===== config.mk =====
export PLATFORM = sky130hd
export DESIGN_NAME = div_sqrt_issue_ctrl
export DESIGN_NICKNAME = d
export VERILOG_FILES = /design/src/rtl/fpu_divsqrt_pkg.sv /design/src/rtl/div_sqrt_issue_ctrl.sv
export SDC_FILE = /design/constraint.sdc
export NUM_CORES = 1
export LEC_CHECK = 0
export CORE_MARGIN = 5
export CORE_UTILIZATION = 60
export CTS_CLUSTER_SIZE = 28
export DETAILED_ROUTE_END_ITERATION = 8
export DONT_BUFFER_PORTS = 1
export PLACE_DENSITY_LB_ADDON = 0.08
export SYNTH_ARGS = -nofsm -noshare
export SYNTH_HDL_FRONTEND = slang
export SYNTH_SLANG_ARGS = --single-unit
export TNS_END_PERCENT = 20

===== constraint.sdc =====
create_clock -name clock -period 2 [get_ports clock]
set_input_delay 0.4 -clock clock [delete_from_list [all_inputs] [get_ports clock]]
set_output_delay 0.4 -clock clock [all_outputs]
set_load 0.1 [all_outputs]

===== src/rtl/fpu_divsqrt_pkg.sv =====
// Shared types and constants for the div/sqrt issue controller and its bench.
package fpu_divsqrt_pkg;

  typedef enum logic [1:0] {
    ST_IDLE  = 2'd0,
    ST_ISSUE = 2'd1,
    ST_BUSY  = 2'd2,
    ST_DONE  = 2'd3
  } state_e;

  localparam int REC_W  = 33;
  localparam int FLAG_W = 5;

  localparam int FLAG_NV = 4;
  localparam int FLAG_DZ = 3;
  localparam int FLAG_OF = 2;
  localparam int FLAG_UF = 1;
  localparam int FLAG_NX = 0;

  // f32 values in recoded (33-bit) form
  localparam logic [REC_W-1:0] REC_ZERO    = 33'h000000000;
  localparam logic [REC_W-1:0] REC_ONE     = 33'h080000000;
  localparam logic [REC_W-1:0] REC_TWO     = 33'h080800000;
  localparam logic [REC_W-1:0] REC_FOUR    = 33'h081000000;
  localparam logic [REC_W-1:0] REC_POS_INF = 33'h0C0000000;

  function automatic logic [FLAG_W-1:0] flag_mask(input int unsigned pos);
    return FLAG_W'(1) << pos;
  endfunction

endpackage


===== src/rtl/div_sqrt_issue_ctrl.sv =====
// Requester-side controller for the recoded div/sqrt unit: launches one tagged
// operation, captures the result pulse and holds it for FPU writeback.
//
// state    | meaning
// ST_IDLE  | ready for a new request
// ST_ISSUE | operands registered, inValid asserted towards the unit
// ST_BUSY  | launched, waiting for the unit's result pulse
// ST_DONE  | result held, waiting for writeback handshake
module div_sqrt_issue_ctrl
  import fpu_divsqrt_pkg::*;
#(
  parameter int TAG_W       = 5,
  parameter int REC_W       = fpu_divsqrt_pkg::REC_W,
  parameter int HANG_CYCLES = 64
) (
  input  logic             clock,
  input  logic             reset,
  input  logic             io_req_valid,
  output logic             io_req_ready,
  input  logic             io_req_sqrt,
  input  logic [REC_W-1:0] io_req_a,
  input  logic [REC_W-1:0] io_req_b,
  input  logic [2:0]       io_req_rm,
  input  logic [TAG_W-1:0] io_req_tag,
  input  logic             io_kill,
  input  logic             io_div_inReady,
  output logic             io_div_inValid,
  output logic             io_div_sqrtOp,
  output logic [REC_W-1:0] io_div_a,
  output logic [REC_W-1:0] io_div_b,
  output logic [2:0]       io_div_roundingMode,
  input  logic             io_div_outValid_div,
  input  logic             io_div_outValid_sqrt,
  input  logic [REC_W-1:0] io_div_out,
  input  logic [4:0]       io_div_exceptionFlags,
  output logic             io_resp_valid,
  input  logic             io_resp_ready,
  output logic [REC_W-1:0] io_resp_data,
  output logic [4:0]       io_resp_flags,
  output logic [TAG_W-1:0] io_resp_tag,
  output logic             io_resp_sqrt,
  output logic             io_busy,
  output logic             io_protocol_err,
  output logic             io_hang
);

  localparam int HCNT_W = $clog2(HANG_CYCLES + 1);
  localparam logic [HCNT_W-1:0] HANG_MAX  = HCNT_W'(HANG_CYCLES);
  localparam logic [HCNT_W-1:0] HANG_LAST = HCNT_W'(HANG_CYCLES - 1);

  state_e r_state, w_state_nxt;

  logic             r_sqrt;
  logic [REC_W-1:0] r_a, r_b;
  logic [2:0]       r_rm;
  logic [TAG_W-1:0] r_tag;
  logic             r_killed;
  logic             r_div_in_valid, r_resp_valid, r_busy;
  logic             r_proto_err, r_hang;
  logic [REC_W-1:0] r_resp_data;
  logic [4:0]       r_resp_flags;
  logic [TAG_W-1:0] r_resp_tag;
  logic             r_resp_sqrt;
  logic [HCNT_W-1:0] r_hang_cnt;

  logic w_pulse, w_accept, w_launch, w_capture, w_proto_err;

  assign w_pulse = io_div_outValid_div | io_div_outValid_sqrt;

  always_comb begin
    w_state_nxt = r_state;
    w_accept    = 1'b0;
    w_launch    = 1'b0;
    w_capture   = 1'b0;
    w_proto_err = 1'b0;
    case (r_state)
      ST_IDLE: begin
        w_proto_err = w_pulse;
        if (io_req_valid && !io_kill) begin
          w_accept    = 1'b1;
          w_state_nxt = ST_ISSUE;
        end
      end
      ST_ISSUE: begin
        w_proto_err = w_pulse;
        // a kill coinciding with the launch cannot recall it; it is tracked as killed
        if (io_div_inReady) begin
          w_launch    = 1'b1;
          w_state_nxt = ST_BUSY;
        end else if (io_kill) begin
          w_state_nxt = ST_IDLE;
        end
      end
      ST_BUSY: begin
        if (w_pulse) begin
          w_proto_err = (io_div_outValid_div & io_div_outValid_sqrt) |
                        (io_div_outValid_sqrt != r_sqrt);
          if (r_killed || io_kill) begin
            w_state_nxt = ST_IDLE;
          end else begin
            w_capture   = 1'b1;
            w_state_nxt = ST_DONE;
          end
        end
      end
      ST_DONE: begin
        w_proto_err = w_pulse;
        if (io_kill || io_resp_ready) w_state_nxt = ST_IDLE;
      end
      default: w_state_nxt = ST_IDLE;
    endcase
  end

  always_ff @(posedge clock) begin
    if (reset) begin
      r_state        <= ST_IDLE;
      r_sqrt         <= 1'b0;
      r_a            <= '0;
      r_b            <= '0;
      r_rm           <= '0;
      r_tag          <= '0;
      r_killed       <= 1'b0;
      r_div_in_valid <= 1'b0;
      r_resp_valid   <= 1'b0;
      r_busy         <= 1'b0;
      r_proto_err    <= 1'b0;
      r_hang         <= 1'b0;
      r_resp_data    <= '0;
      r_resp_flags   <= '0;
      r_resp_tag     <= '0;
      r_resp_sqrt    <= 1'b0;
      r_hang_cnt     <= '0;
    end else begin
      r_state        <= w_state_nxt;
      r_div_in_valid <= (w_state_nxt == ST_ISSUE);
      r_resp_valid   <= (w_state_nxt == ST_DONE);
      r_busy         <= (w_state_nxt != ST_IDLE);

      if (w_accept) begin
        r_sqrt   <= io_req_sqrt;
        r_a      <= io_req_a;
        r_b      <= io_req_b;
        r_rm     <= io_req_rm;
        r_tag    <= io_req_tag;
        r_killed <= 1'b0;
      end else if ((w_launch || r_state == ST_BUSY) && io_kill) begin
        r_killed <= 1'b1;
      end

      if (w_launch) begin
        r_hang_cnt <= '0;
      end else if (r_state == ST_BUSY && r_hang_cnt != HANG_MAX) begin
        r_hang_cnt <= r_hang_cnt + 1'b1;
      end

      // flag rises on the same edge the counter reaches HANG_CYCLES
      if (r_state == ST_BUSY && r_hang_cnt == HANG_LAST) r_hang <= 1'b1;
      if (w_proto_err) r_proto_err <= 1'b1;

      if (w_capture) begin
        r_resp_data  <= io_div_out;
        r_resp_flags <= io_div_exceptionFlags;
        r_resp_tag   <= r_tag;
        r_resp_sqrt  <= r_sqrt;
      end
    end
  end

  assign io_req_ready        = (r_state == ST_IDLE);
  assign io_div_inValid      = r_div_in_valid;
  assign io_div_sqrtOp       = r_sqrt;
  assign io_div_a            = r_a;
  assign io_div_b            = r_b;
  assign io_div_roundingMode = r_rm;
  assign io_resp_valid       = r_resp_valid;
  assign io_resp_data        = r_resp_data;
  assign io_resp_flags       = r_resp_flags;
  assign io_resp_tag         = r_resp_tag;
  assign io_resp_sqrt        = r_resp_sqrt;
  assign io_busy             = r_busy;
  assign io_protocol_err     = r_proto_err;
  assign io_hang             = r_hang;

endmodule


==> results of run 1 <==
[routing by layer]
metal / share of wire, % / GRT usage [%]
met5: 0 / 0
met4: 2.4 / 8.98
met3: 12 / 12.5
met2: 50 / 46.8
met1: 35 / 31.0
[registers in the layout (all words and copies together) (netlist names)]
register and cells:
io_div_a 33, io_div_inValid 1, r_state 2, io_div_sqrtOp 1, r_hang_cnt 7, io_resp_data 33
io_resp_flags 5, io_hang 1, r_killed 1, r_tag 5, io_resp_sqrt 1, io_div_roundingMode 3
io_protocol_err 1, io_resp_tag 5, io_busy 1, io_div_b 33, io_resp_valid 1
[cell families after synthesis]
family	count (synthesis)	share of synthesized area [%]
and+or+nand+nor	224	19.9
AOI/OAI and AO/OA	186	20.9
DFF	134	52.4
buffers and inverters	67	5.52
muxes	4	0.782
adders and majority gates	2	0.489
[worst max path at each step]
| stage | startpoint | to | slack, ns | cells past startpoint |
|---|---|---|---|---|
| floorplan | r_state[0] | io_req_ready | 0.31 | 2 |
| CTS | r_state[0] | io_resp_valid | 0.12 | 5 |
| detailed placement | io_kill | io_div_a[1] | 0.32 | 4 |
| global placement | io_kill | io_div_b[1] | 0.35 | 4 |
| global route | r_state[1] | io_hang | 0.002 | 5 |
| finish | r_state[1] | io_hang | 0.03 | 5 |
[area by class of cell]
cell class,count,area share [%]
Clock buffer,19,6.31
Tap cell,105,1.97
Timing Repair Buffer,135,16.3
Sequential cell,134,40.1
Multi-Input combinational cell,417,32.8
Inverter,6,0.337
Clock inverter,13,2.19
[placed cells by master, fill, tap and decap left out, types with 2 or more instances in the layout]
master and count:
nand2_1 154, dfxtp_1 134, buf_4 128, a21oi_1 126, nand4_1 44, o31ai_1 44, clkbuf_16 16, o21ai_0 6
inv_1 5, nand3_1 5, clkinvlp_4 5, or3_1 4, mux2i_1 4, inv_6 4, buf_12 4, o211ai_1 3
nor2_2 2, or2_2 2, nand4b_1 2, nand3b_1 2, nor2_1 2, ha_1 2, clkbuf_1 2, bufinv_16 2
dlygate4sd3_1 2
[report_power, final]
group          total (W)  internal (W)  switching [W]
clock            0.00297       0.00179        0.00118
combinational    0.00111      0.000208       0.000905
sequential       0.00279       0.00276      0.0000311
[per-stage QoR]
step	cells	util, %
5_1_grt	829	81.0
4_1_cts	826	80.3
2_1_floorplan	617	-
3_3_place_gp	792	73.2
3_5_place_dp	792	73.2
6_report	829	81.0
[worst max-delay path: cells and delay by family (launching register included)]
| family | cells | cell delay (ns) |
|---|---|---|
| DFF | 1 | 0.45 |
| buffers and inverters | 2 | 0.82 |
| AOI/OAI and AO/OA | 1 | 0.15 |
| and+or+nand+nor | 2 | 0.48 |
[repair_timing]
action,CTS,global route
hold buffers,2,2
setup endpoints to repair,0,1
hold endpoints to repair,121,40
==> run_results.csv, run 1 <==
group,metric,value,unit
timing,layout_min_cycle_time,1.97,ns
setup_path,cpMaxStageDelayCell,"dlygate4sd3_1",
synthesis,yosysWarnings,0,
timing,timing.clock.skew,0.00743,ns
global_route,grtUsageTotal,27.6,%
timing,maxClockFrequency,0.509,GHz
worst_hold_path,worst_hold_path.endpoint,"r_state[0]",
setup_path,reg2reg_from,"r_state[1]",
clock_network,cts-htree-levels,4,
timing,fin_crit_sh,98.3,%
timing,setup-violations-final,0,
die,floorplan.die.width,102,um
routing,final_wl,15300,um
routing,first_pass_iteration_count_of_the_detailed_router,5,
synthesis,syn-cell-area,5120,um2
routing,ant_nets,0,
timing,timing_worst_slew_pin_value,0.899,ns
pwr,ratio_of_total_power_to_cell_area,1030,nW/um2
setup_path,critPathRequiredTime,2.43,ns
global_route,grt_pass1_vias,4703,
finish,fill_cells,553,
routing,vias_per_cell,5.97,
synthesis,synth-seq-area-share,52.4,%
status,status,"complete, no violations",
global_route,grt_start_max_net_pins,124,
synthesis,synth_top_cell_by_area,"dfxtp_1",
timing,grt_setup_unrepaired,"no",
synthesis,synth.net_count,740,
setup_path,critPathArrivalTime,2.40,ns
worst_hold_path,min_delay_path_depth,1,
setup_path,cp-end-kind,"flop",
worst_hold_path,holdCritStartpoint,"reset",
placed_design,setup_slack_placement,0.322,ns
timing,final.setup.tns,0,ns
die,io_pins,241,
global_route,overflow,0,
global_route,grt_pass1_wl,23000,um
placed_design,post-dp-hpwl,9870,um
die,dieArea,10500,um2
synthesis,yosys.cell_count.top_type,"nand2_1",
finish,seqCellArea,2680,um2
routing,dr_total_vias,4946,
finish,final_cell_area,6690,um2
synthesis,synth_top_area_share,52.4,%
setup_path,timing_worst_setup_path_type,"reg2reg",
routing,post_drt_wl_per_cell,18.4,um
synthesis,synth.lib_cells_used.distinct,34,
clock_network,cts_repair_resize_count,0,
synthesis,ys_top_cells_by_area,"dfxtp_1, a21oi_1, nand2_1",
timing,maxSlewViolCount,0,
clock_network,clkTransAtPathRegs,0.06,ns
die,floorplan.rows,33,
clock_network,cts_post_setup_buffers_inserted,0,
clock_network,deepest_clock_path_buffer_count,2,
setup_path,rr_worst_depth,5,
setup_path,r2r_slack,0.03,ns
die,die_y_extent,102,um
finish,final_nets,834,
synthesis,synth_flop_cell,"dfxtp_1",
timing,worst_hold_slack,0.00781,ns
clock_network,cts_made_buffers,17,
synthesis,synth-seq-cells,134,
setup_path,r2r_end,"io_hang",
pwr,p_leak,2.57,nW
placed_design,place_congestion,0.803,
synthesis,async_reset_ff_share,0,%
placed_design,placed_area,6040,um2
pwr,fin_total_pwr,0.00687,W
die,initial_core_utilization,62.0,%
placed_design,io_buffer_count,0,
run,cap_violations,0,
setup_path,critical_path_peak_fanout,10,
global_route,initial_antenna_violation_count,0,
finish,area_used_by_multi_input_combinational_logic,2190,um2
clock_network,cts_root_buffer,"clkbuf_8",
synthesis,count_of_flip_flops_with_a_built_in_enable_after_synthesis,0,
synthesis,post_synth.cell_area_avg,8.30,um2
setup_path,timing.critical_path.cells,"buf_4 -> nand4b_1 -> or3_1 -> a21oi_1 -> dlygate4sd3_1",
timing,timing.final.ws_setup,0.0347,ns
setup_path,cp-start-kind,"flop",
finish,post_route_cells_drive_above_1_share,23.8,%
finish,antennaDiodeCount,0,
routing,dr_drc_count,0,
clock_network,worst_skew_pair.late_latency,0.50,ns
pwr,worst_ir_drop_vdd,0.704,mV
timing,hold_violations,0,
clock_network,clock_sinks,134,
setup_path,cp_slowest_stage_delay,0.58,ns
timing,relative_slew_margins,40.1,%
finish,area.growth.synth_to_final,30.6,%
worst_hold_path,hold_path.class,"in2reg",
die,core_area,8260,um2
synthesis,synth_cells,617,
routing,dr.first_iter.drc_count,191,
clock_network,tritoncts_clock_tree,"yes",
synthesis,synth.top_cells.by_count,"nand2_1, dfxtp_1, a21oi_1, nand4_1, o31ai_1",
(Power assumes the default switching activity.)
==> inputs of run 2 (changes only) <==
- clock period: 2 -> 2.4 ns (I/O delays scaled with it)
==> run_results.csv, run 2 (synthesis gave the netlist of run 1 again) <==
group,metric,value,unit
clock_network,worst_skew_pair.late_latency,0.50,ns
die,initial_core_utilization,62.0,%
die,io_pins,241,
timing,relative_slew_margins,41.5,%
clock_network,deepest_clock_path_buffer_count,2,
clock_network,cts-htree-levels,4,
setup_path,cp-end-kind,"output port",
routing,first_pass_iteration_count_of_the_detailed_router,5,
setup_path,critPathArrivalTime,1.43,ns
pwr,switching_share,29.2,%
finish,area.growth.synth_to_final,28.9,%
setup_path,critPathRequiredTime,1.92,ns
pwr,power.net_switching,0.00167,W
pwr,power.internal,0.00406,W
die,floorplan.die.width,102,um
clock_network,cts.hold.buffers_added,0,
pwr,combPwrFrac,15.3,%
placed_design,placed_area,6010,um2
pwr,worst_ir_drop_vdd,0.567,mV
global_route,grt_start_max_net_pins,124,
finish,post_route_cells_drive_above_1_share,23.2,%
pwr,pwr-share-clk,44.1,%
timing,setup-violations-final,0,
placed_design,io_buffer_count,0,
timing,worst_hold_slack,0.0520,ns
status,status,"complete, no violations",
run,cap_violations,0,
die,die_y_extent,102,um
global_route,overflow,0,
worst_hold_path,hold_path.class,"in2reg",
routing,ant_nets,0,
die,floorplan.rows,33,
routing,vias_per_cell,5.83,
clock_network,cts_root_buffer,"clkbuf_8",
routing,dr_drc_count,0,
placed_design,setup_slack_placement,0.599,ns
worst_hold_path,min_delay_path_depth,1,
timing,hold_violations,0,
clock_network,cts_post_setup_buffers_inserted,0,
timing,maxSlewViolCount,0,
finish,final_cell_area,6600,um2
finish,antennaDiodeCount,0,
timing,timing.final.ws_setup,0.485,ns
timing,final.setup.tns,0,ns
pwr,power.share.sequential,40.7,%
placed_design,post-dp-hpwl,9980,um
global_route,grt_pass1_vias,4686,
pwr,ratio_of_total_power_to_cell_area,868,nW/um2
finish,final_common_cell,"nand2_1",
routing,post_drt_wl_per_cell,17.8,um
setup_path,cp-start-kind,"flop",
global_route,grtUsageTotal,27.4,%
timing,grt_setup_unrepaired,"no",
routing,final_wl,14600,um
timing,maxClockFrequency,0.522,GHz
clock_network,cts_made_buffers,17,
placed_design,place_congestion,0.806,
routing,dr.first_iter.drc_count,286,
timing,fin_crit_sh,79.8,%
global_route,initial_antenna_violation_count,0,
clock_network,clock_sinks,134,
die,core_area,8260,um2
global_route,grt_pass1_wl,22800,um
finish,final_nets,826,
timing,timing.clock.skew,0.00707,ns
clock_network,cts_repair_resize_count,0,
setup_path,critical_path_peak_fanout,13,
timing,layout_min_cycle_time,1.91,ns
clock_network,tritoncts_clock_tree,"yes",
clock_network,clkTransAtPathRegs,0.06,ns
routing,dr_total_vias,4790,
setup_path,rr_worst_depth,4,
timing,timing_worst_slew_pin_value,0.877,ns
die,dieArea,10500,um2
pwr,p_leak,2.52,nW
finish,layout.cells.most_common_list,"nand2_1, dfxtp_1, a21oi_1, buf_4",
setup_path,timing_worst_setup_path_type,"reg2out",
-- run 2: cell types whose count changed in the layout (fill, tap and decap cells not counted), sizes merged --
| cell | before | now |
|---|---|---|
| buf | 133 | 128 |
| clkinv | 3 | 2 |
| nor2b | 2 | 1 |
| clkinvlp | 5 | 4 |
| inv | 9 | 7 |
| clkbuf | 19 | 23 |
| dlygate4sd3 | 2 | 0 |
-- run 2: routing by layer --
layer / wire length, um / track usage, % / up-vias
met3: 1800 / 11.8 / 26
met5: 0 / 0 / -
met4: 282 / 8.27 / 0
li1: - / - / 2333
met1: 5080 / 29.9 / 2200
met2: 7440 / 48.1 / 231
-- run 2: path summary, 6_finish.rpt --
check | start | endpoint | slack [ns]
max | r_state[0] | io_req_ready | 0.49
min | reset | io_div_b[16] | 0.05
max reg2reg | r_state[1] | io_div_b[17] | 0.59
min reg2reg | r_tag[1] | r_tag[1] | 0.46
-- run 2: critical path: stages, from the launching register on --
cell and delay, ns:
dfxtp_1 0.64, nor2_2 0.05, buf_4 0.24
-- run 2: power groups by stage --
stage	registers (W)	logic (W)	clock network, W
after floorplan	0.00286	0.000246	0
after global placement	0.00237	0.000862	0
after detailed placement	0.00238	0.000873	0
after CTS	0.00233	0.000876	0.00255
after global routing	0.00234	0.000915	0.00268
final	0.00233	0.000874	0.00252
-- run 2: cell type report --
class / count / area (um2)
clock inverter: 9 / 116
fill: 571 / 1660
clock buffer: 23 / 477
inverter: 6 / 22.5
multi-input combinational: 416 / 2180
sequential: 134 / 2680
timing repair buffer: 128 / 986
tap: 105 / 131
-- run 2: stage by stage --
| stage | power, W | cells | utilization (%) |
|---|---|---|---|
| after floorplan | 0.00311 | 617 | - |
| after global placement | 0.00323 | 789 | 72.7 |
| after detailed placement | 0.00325 | 789 | 72.7 |
| after CTS | 0.00575 | 821 | 79.9 |
| after global routing | 0.00593 | 821 | 79.9 |
| final | 0.00573 | 821 | 79.9 |
==> inputs of run 3 (changes only) <==
- CORE_UTILIZATION: 60 -> 56
- clock period: 2.4 -> 1.7 ns (I/O delays scaled with it)
==> run_results.csv, run 3 (synthesis gave the netlist of run 1 again) <==
group,metric,value,unit
status,status,"complete, but fails checks",
status,failed_checks,"hold timing",
setup_path,endpoint,"io_req_ready",
finish,layout.cells.most_common_list,"nand2_1, dfxtp_1, buf_4",
pwr,worst_ir_drop_vdd,0.909,mV
die,die_y_extent,106,um
timing,timing.clock.skew,0.00636,ns
timing,fin_crit_sh,97.4,%
routing,first_pass_iteration_count_of_the_detailed_router,5,
timing,timing_worst_slew_pin_value,0.521,ns
finish,final_common_cell,"nand2_1",
worst_hold_path,hold_path.class,"in2reg",
timing,maxClockFrequency,0.604,GHz
routing,dr.first_iter.drc_count,311,
clock_network,tritoncts_clock_tree,"yes",
setup_path,timing.critical_path.buf_inv,2,
timing,worst_hold_slack,-0.0939,ns
finish,antennaDiodeCount,0,
worst_hold_path,holdCritStartpoint,"reset",
finish,fill_cells,633,
routing,final_wl,14700,um
routing,vias_per_cell,5.79,
routing,post_drt_wl_per_cell,17.6,um
setup_path,cp-start-kind,"flop",
setup_path,reg2reg_from,"r_state[0]",
setup_path,critPathArrivalTime,1.32,ns
global_route,grtUsageTotal,25.4,%
die,initial_core_utilization,58.1,%
placed_design,placed_area,6070,um2
placed_design,io_buffer_count,0,
setup_path,r2r_end,"r_state[0]",
die,floorplan.die.width,106,um
die,io_pins,241,
clock_network,clock_sinks,134,
global_route,grt_start_max_net_pins,124,
setup_path,cp-end-kind,"output port",
timing,setup-violations-final,0,
timing,layout_min_cycle_time,1.66,ns
setup_path,timing.critical_path.cells,"buf_4 -> nor2_4 -> buf_12",
finish,final_cell_area,6780,um2
global_route,initial_antenna_violation_count,0,
global_route,overflow,0,
die,dieArea,11200,um2
timing,maxSlewViolCount,0,
setup_path,cp.depth,3,
die,core_area,8810,um2
clock_network,worst_skew_pair.late_latency,0.51,ns
clock_network,clkTransAtPathRegs,0.06,ns
setup_path,timing_worst_setup_path_type,"reg2out",
routing,dr_drc_count,0,
finish,post_route_cells_drive_above_1_share,24.1,%
placed_design,post-dp-hpwl,9840,um
setup_path,cp_slowest_stage_delay,0.31,ns
timing,relative_slew_margins,64.8,%
finish,area.growth.synth_to_final,32.5,%
placed_design,place_congestion,0.795,
finish,area_used_by_multi_input_combinational_logic,2200,um2
run,cap_violations,0,
global_route,grt_pass1_wl,23100,um
timing,timing.final.ws_setup,0.0447,ns
setup_path,rr_worst_depth,5,
setup_path,worst_setup_sp,"r_state[0]",
pwr,p_leak,2.61,nW
finish,seqCellArea,2680,um2
setup_path,category_of_cells_accounting_for_the_largest_share_of_critical_path_delay,"buffers and inverters",
clock_network,cts-htree-levels,4,
timing,hold_violations,120,
clock_network,cts_made_buffers,17,
setup_path,critPathRequiredTime,1.36,ns
finish,final_nets,840,
routing,dr_total_vias,4855,
setup_path,cpMaxStageDelayCell,"dfxtp_1",
setup_path,r2r_slack,0.05,ns
routing,ant_nets,0,
global_route,grt_pass1_vias,4493,
timing,final.setup.tns,0,ns
clock_network,cts_root_buffer,"clkbuf_8",
setup_path,critical_path_peak_fanout,12,
die,floorplan.rows,34,
pwr,ratio_of_total_power_to_cell_area,1200,nW/um2
placed_design,setup_slack_placement,0.0918,ns
clock_network,deepest_clock_path_buffer_count,2,
==> run 3: changes by cell type in the layout (fill, tap and decap cells not counted), sizes merged <==
| cell | change |
|---|---|
| inv | +3 |
| buf | +7 |
| clkbuf | -4 |
| clkinvlp | +1 |
| dlygate4sd3 | +7 |
==> run 3: layout make-up <==
cell class	count	area share, %
clock buffer	19	6.36
clock inverter	13	2.16
inverter	6	0.332
multi-input combinational	416	32.5
sequential	134	39.5
tap	108	1.99
timing repair buffer	142	17.1
==> run 3: power breakdown <==
group | switching [W] | leakage, nW | internal (W)
Combinational | 0.00103 | 1.25 | 0.000262
Clock | 0.00140 | 0.268 | 0.00214
Sequential | 0.0000342 | 1.09 | 0.00325
Total | 0.00246 | 2.61 | 0.00565
==> run 3: timing repair <==
action / 4_1_cts / 5_1_grt
endpoints found under the setup margin: 1 / 4
endpoints found under the hold margin: 122 / 120
resized for setup: 4 / 6
hold buffers: 2 / 5
buffers inserted: 0 / 2
==> run 3: worst min path at each step <==
stage	to	depth (start not counted)
finish	io_div_a[15]	1
global route	io_div_roundingMode[2]	1
CTS	io_div_a[15]	1
detailed placement	io_div_a[15]	1
global placement	io_div_a[15]	1
floorplan	r_tag[0]	2
==> run 3: per-layer routing <==
| layer | vias up | GRT usage, % | wire length [um] |
|---|---|---|---|
| li1 | 2367 | - | - |
| met1 | 2238 | 30.5 | 5590 |
| met2 | 226 | 41.0 | 7270 |
| met3 | 24 | 9.90 | 1550 |
| met4 | 0 | 9.71 | 301 |
| met5 | - | 0 | 0 |
==> run 3: through the flow <==
step                std cells  total power (W)  util (%)
floorplan                 617          0.00439         -
global placement          797          0.00459      69.0
detailed placement        797          0.00461      69.0
CTS                       831          0.00812      75.9
global route              838          0.00841      77.0
finish                    838          0.00811      77.0
